===== config.mk =====
export PLATFORM = sky130hd
export DESIGN_NAME = ex_mul_unit
export DESIGN_NICKNAME = d
export VERILOG_FILES = /design/src/rtl/ex_mul_unit.sv
export SDC_FILE = /design/constraint.sdc
export NUM_CORES = 1
export LEC_CHECK = 0
export ABC_AREA = 1
export BUFFER_PORTS_ARGS = -buffer_cell sky130_fd_sc_hd__buf_2
export CAP_MARGIN = 40
export CORE_MARGIN = 2
export CORE_UTILIZATION = 35
export CTS_CLUSTER_DIAMETER = 120
export CTS_CLUSTER_SIZE = 8
export DETAILED_ROUTE_END_ITERATION = 16
export PLACE_DENSITY = 0.59
export REMOVE_ABC_BUFFERS = 1
export SYNTH_ARGS = -nofsm -noshare
export SYNTH_HDL_FRONTEND = slang
export SYNTH_SLANG_ARGS = --single-unit

===== constraint.sdc =====
create_clock -name clk -period 3.4 [get_ports clk]
set_input_delay 0.17 -clock clk [delete_from_list [all_inputs] [get_ports clk]]
set_output_delay 0.17 -clock clk [all_outputs]
set_load 0.01 [all_outputs]

===== src/rtl/ex_mul_unit.sv =====
// Iterative shift-add multiplier for the EX stage, returning the low XLEN bits of EX_a*EX_b.
// Latency: XLEN+1 cycles of MUL_stall for nonzero operands, 1 cycle when either operand is zero.
// Backpressure: MUL_stall freezes fetch/decode/EX while working; MEM_stall holds the result in DONE.
module ex_mul_unit #(
    parameter int XLEN = 32
) (
    input  logic            clk,
    input  logic            rst_n,
    input  logic            EX_mul,
    input  logic [XLEN-1:0] EX_a,
    input  logic [XLEN-1:0] EX_b,
    input  logic [4:0]      EX_rd,
    input  logic            EX_we,
    input  logic            MEM_stall,
    output logic            MUL_stall,
    output logic            MUL_valid,
    output logic [XLEN-1:0] MUL_result,
    output logic [4:0]      MUL_rd,
    output logic            MUL_we
);

    localparam int CW = $clog2(XLEN) + 1;
    localparam logic [CW-1:0] LAST_ITER = CW'(XLEN - 1);

    typedef enum logic [1:0] {
        IDLE,
        BUSY,
        DONE
    } state_t;

    state_t          state;
    state_t          state_nxt;
    logic [XLEN-1:0] mcand;
    logic [XLEN-1:0] mplier;
    logic [XLEN-1:0] acc;
    logic [CW-1:0]   cnt;
    logic [4:0]      rd_q;
    logic            we_q;
    logic            zero_op;

    assign zero_op = (EX_a == '0) || (EX_b == '0);

    always_ff @(posedge clk or negedge rst_n) begin
        if (!rst_n) begin
            state <= IDLE;
        end else begin
            state <= state_nxt;
        end
    end

    // DONE exits to IDLE only; a multiply waiting in EX is taken on the following edge.
    always_comb begin
        state_nxt = state;
        MUL_stall = 1'b0;
        MUL_valid = 1'b0;
        case (state)
            IDLE: begin
                MUL_stall = EX_mul;
                if (EX_mul) begin
                    state_nxt = zero_op ? DONE : BUSY;
                end
            end
            BUSY: begin
                MUL_stall = 1'b1;
                if (cnt == LAST_ITER) begin
                    state_nxt = DONE;
                end
            end
            DONE: begin
                MUL_valid = 1'b1;
                if (!MEM_stall) begin
                    state_nxt = IDLE;
                end
            end
            default: state_nxt = IDLE;
        endcase
    end

    always_ff @(posedge clk or negedge rst_n) begin
        if (!rst_n) begin
            mcand  <= '0;
            mplier <= '0;
            acc    <= '0;
            cnt    <= '0;
            rd_q   <= '0;
            we_q   <= 1'b0;
        end else begin
            case (state)
                IDLE: begin
                    if (EX_mul) begin
                        rd_q <= EX_rd;
                        we_q <= EX_we;
                        acc  <= '0;
                        cnt  <= '0;
                        if (!zero_op) begin
                            mcand  <= EX_a;
                            mplier <= EX_b;
                        end
                    end
                end
                BUSY: begin
                    if (mplier[0]) begin
                        acc <= acc + mcand;
                    end
                    mcand  <= mcand << 1;
                    mplier <= mplier >> 1;
                    cnt    <= cnt + CW'(1);
                end
                default: ;
            endcase
        end
    end

    assign MUL_result = MUL_valid ? acc  : '0;
    assign MUL_rd     = MUL_valid ? rd_q : '0;
    assign MUL_we     = MUL_valid & we_q;

endmodule


# Yosys cells after proc, flatten, opt, wreduce, memory -nomap -nowiden
# Index checks and enable logic that the tools add are counted.
[op_classes]
mux = 20
n_eq_ne = 8
n_addsub = 2
n_bitwise = 1
reduce_logical = 10
[op_table]
columns = ["operator", "n"]
rows = [
  ["32-bit two-way mux", 7],
  ["32-bit case mux with 2 select lines", 3],
  ["32-bit zero test", 2],
  ["32-bit adder", 1],
  ["6-bit case mux with 2 select lines", 1],
  ["2-bit inequality test (second input constant)", 5],
  ["3-bit AND reduction", 3],
  ["2-bit two-way mux", 4],
  ["6-bit by 1-bit adder with 6-bit output (second input constant)", 1],
  ["6-bit by 5-bit == test with 1-bit output (second input constant)", 1],
  ["6-bit two-way mux", 1],
  ["2-bit case mux with 3 select lines", 1],
  ["5-bit two-way mux", 1],
  ["2-bit AND reduction", 2],
  ["2-bit by 1-bit == test with 1-bit output (second input constant)", 1],
  ["2-bit == test (second input constant)", 1],
  ["2-bit zero test", 1],
  ["1-bit case mux with 2 select lines", 1],
  ["2-bit nonzero test", 1],
  ["1-bit AND", 1],
  ["1-bit logical OR", 1],
  ["1-bit two-way mux", 1],
]
[word_totals]
inputBits = 74
regBits = 110
wordCells = 48

# Longest topological paths before layout
[depth]
ltp_word = 5
mapped_depth = 13
depth_no_buf = 13

# Least setup slack after synthesis
# Ideal clock, no wire load.
[synth_path]
path_type = "flip-flop to flip-flop"
startpoint = "reg mcand[0]"
endpoint = "reg acc[16]"
period_less_slack_ns = 1.781
setup_slack_ns = 1.619
n_path_buf = 0
t_required_ns = 3.274
arrival_ns = 1.655
stages_incl_launch_ff = 14
cell_sequence = "dfrtp_1 > ha_1 > inv_1 > fa_1 > inv_1 > nand3_1 > nand3_1 > nand2_1 > nand2_1 > nand3_1 > nand2_1 > nand2_1 > nand2_1 > o21ai_0"
[synth_via]
elab_chain_cells = 3
[synth_lines]
columns = ["element", "line", "rtl"]
rows = [
  ["start: declaration", "33", "logic [XLEN-1:0] mcand;"],
  ["start signal: assignment", "105", "mcand <= mcand << 1;"],
  ["32-bit adder", "103", "acc <= acc + mcand;"],
  ["32-bit two-way mux", "102", "if (mplier[0]) begin"],
  ["32-bit case mux with 2 select lines", "88", "case (state)"],
  ["end signal: assignment", "103", ""],
  ["end: declaration", "35", "logic [XLEN-1:0] acc;"],
]
# No other way between the ends. The select of a mux whose other input is x is not followed.
# A chain may end at the register's enable or synchronous reset.

# Worst setup path after layout
[layout_path]
startpoint = "reg state[1]"
endpoint = "out MUL_result[15]"
[layout_via]
elab_chain_cells = 3
[layout_lines]
columns = ["element", "line", "rtl"]
rows = [
  ["start: declaration", "31", "state_t state;"],
  ["start signal: assignment", "47", "state <= state_nxt;"],
  ["2-bit == test", "56", "case (state)"],
  ["1-bit two-way mux", "56", ""],
  ["32-bit two-way mux", "114", "assign MUL_result = MUL_valid ? acc : '0;"],
  ["end: declaration", "17", "output logic [XLEN-1:0] MUL_result,"],
]
# No other way between the ends.

==> results.toml <==
[route]
vias_per_cell = 4.73
firstDrtPassIters = 5
wl_per_cell_um = 13.5
routed_wl_um = 22800
ant_nets = 0
vias = 7962
remaining_drc_errors = 0
drt_iter0_markers = 643

[place]
place.gp.congestion = 0.894
port_buffers = 113
post-dp-hpwl_um = 16900
place_ws_ns = 1.13

[pwr]
p_per_area_nw_per_um2 = 881
peakVddDrop_v = 0.000351
p_leak_nw = 5.38

[synth]
synth.avg_cell_area_um2 = 6.21
ys_ff_latch = 110
syn_area_um2 = 8100
ys.flop_type = "dfrtp_1"
yosysTopAreaCell = "dfrtp_1"
synth_area_leaders = "dfrtp_1 34%, nand2_1 28%, inv_1 7.8%"
async_flop_share_pct = 100
yosysTopAreaCellShare_pct = 34.0
ys_seq_area_share_pct = 34.0
yosys_warnings = 0
yosys.cell_types.count = 34
synth_cells = 1305
synth_edf_count = 0

[sta]
hold_viol = 0
fmax_ghz = 0.448
rsz0062_at_grt = "false"
relSlewSlack_pct = 47.9
final.setup.worst_slack_ns = 1.17
tightest_slew_ns = 0.781
fin_crit_ns = 2.23
slew_violations = 0
fin_worst_skew_ns = 0.00732
fin_crit_sh_pct = 65.6
tns_ns = 0
setup_violations = 0

[global_routing]
grt_util_all_layers_pct = 19.4
grt_pass1_vias = 7435
grt_pass1_wl_um = 37700
antenna_found_initial = 0
grt_remaining_overflow = 0
grt_max_degree = 84

[clocking]
cts_tree = "built"
cts_buffer_depth = 2
cts_buffers = 9
cts.sinks = 110
path_clk_slew_ns = 0.08
h-tree-depth = 3
cts_setup_buffers = 0
clk_latency_ns = 0.37
cts-root-buf = "clkbuf_16"

[critical_path]
rrSetupSlack_ns = 1.31
critical_path.max_stage_delay_ns = 0.51
reg2reg_depth = 8
crit_fanout = 38
crit_chain = "inv_2, nor2_1, inv_2, nor2_1, buf_2"
worstSetupPathType = "reg2out"
cp-start-kind = "register"
cp-end-kind = "output port"
crit_required_ns = 3.23
crit_arrival_ns = 2.06
rr_endpoint = "acc[2]"
critPathSlowestCell = "dfrtp_1"
timing.rr.start = "state[0]"

[job]
maxCapViolCount = 0

[floorplan]
start_util_pct = 35.7
design.die.area_um2 = 24400
fp.dieW_um = 156
die_h_um = 156
core_area_um2 = 22700
rows = 55
ios = 114

[finish]
area_growth_pct = 11.6
layout_common_cells = "600 x nand2_1, 168 x inv_1, 122 x nor2_1, 112 x nand3_1, 112 x buf_2"
fin_util_pct = 39.8
final_layout_size_suffix_gt1_share_pct = 10.6
nNetsFinal = 1499
mostFrequentLayoutCell = "nand2_1"
num_antenna_cells = 0

[worst_hold_path]
holdPathStages = 3
hold_path.startpoint = "EX_rd[4]"
hp-class = "in2reg"
holdPathEnd = "rd_q[4]"

[status]
status = "finished, final reports clean"
[cells by family (layout without fill, tap and decap cells)]
logic type	Yosys count	after routing	synth area share, %
simple gates	857	857	42.5
buf+inv	219	311	12.5
compound gates	85	85	5.68
fa+ha+maj	33	33	5.19
xor+xnor	1	1	0.108
flops	110	110	34.0
[state kept, by name, indices dropped and copies added, names as in the netlist]
signal / flops
mcand: 32
state: 2
acc: 32
rd_q: 5
cnt: 6
mplier: 32
we_q: 1
[worst max-delay path: cells and delay by family (launching register included)]
| kind | cells | cell delay (ns) |
|---|---|---|
| buffers and inverters | 3 | 0.63 |
| and+or+nand+nor | 2 | 0.55 |
| DFF | 1 | 0.51 |
[Yosys cell counts, drive strengths merged, types with 2 or more instances]
| cell type | count |
|---|---|
| nand4 | 11 |
| dfrtp | 110 |
| nand3 | 112 |
| o211ai | 2 |
| o22ai | 6 |
| a21oi | 30 |
| buf | 44 |
| ha | 32 |
| nor3 | 6 |
| nor2 | 124 |
| nand2 | 602 |
| o21ai | 39 |
| inv | 174 |
| o21bai | 3 |
[per-layer routing]
metal | up-vias | track usage (%) | routed length (um)
met5 | - | 0 | 0
met4 | 0 | 6.82 | 582
met3 | 30 | 2.08 | 910
met2 | 160 | 30.6 | 10100
met1 | 3586 | 27.7 | 11200
li1 | 4186 | - | -
[final cells by class]
type	count	area (um2)
fillers	2526	13700
inverters	174	658
clock buffers	9	225
well taps	285	357
flip-flops and latches	110	2750
clock inverters	7	55.1
repair buffers	121	656
multi-input cells	976	4330
[stage by stage]
| step | total power (W) | cell area, um2 | hold slack (ns) | std cells |
|---|---|---|---|---|
| 2_1_floorplan | 0.00555 | 7740 | -0.126 | 1260 |
| 3_3_place_gp | 0.00686 | 8750 | 0.282 | 1665 |
| 3_5_place_dp | 0.00690 | 8750 | 0.281 | 1665 |
| 4_1_cts | 0.00799 | 9040 | 0.00915 | 1682 |
| 6_report | 0.00796 | 9040 | 0.0193 | 1682 |
| 5_1_grt | 0.00883 | 9040 | 0.0345 | 1682 |
[what timing repair did]
| action | in CTS | in global routing |
|---|---|---|
| gates resized for setup | 0 | 0 |
| hold endpoints to repair | 53 | 0 |
| hold buffers | 1 | 0 |
[worst max-delay path by stage]
| stage | startpoint | end | slack (ns) | depth (start not counted) |
|---|---|---|---|---|
| after global placement | EX_a[3] | mplier[4] | 1.14 | 9 |
| after detailed placement | EX_a[3] | mplier[5] | 1.13 | 9 |
| after global routing | state[1] | MUL_result[15] | 1.02 | 5 |
| after CTS | state[1] | MUL_result[15] | 1.14 | 5 |
| after floorplan | state[1] | mcand[10] | 0.20 | 5 |
| final | state[1] | MUL_result[15] | 1.17 | 5 |
[power by group]
part / total (W) / switching, W / leakage [nW] / internal [W]
Sequential: 0.00242 / 0.000499 / 1.40 / 0.00192
Clock: 0.00107 / 0.000562 / 0.144 / 0.000511
Combinational: 0.00447 / 0.00303 / 3.84 / 0.00144
Total: 0.00796 / 0.00409 / 5.38 / 0.00387
No activity file was read; power rests on OpenSTA's default activity.
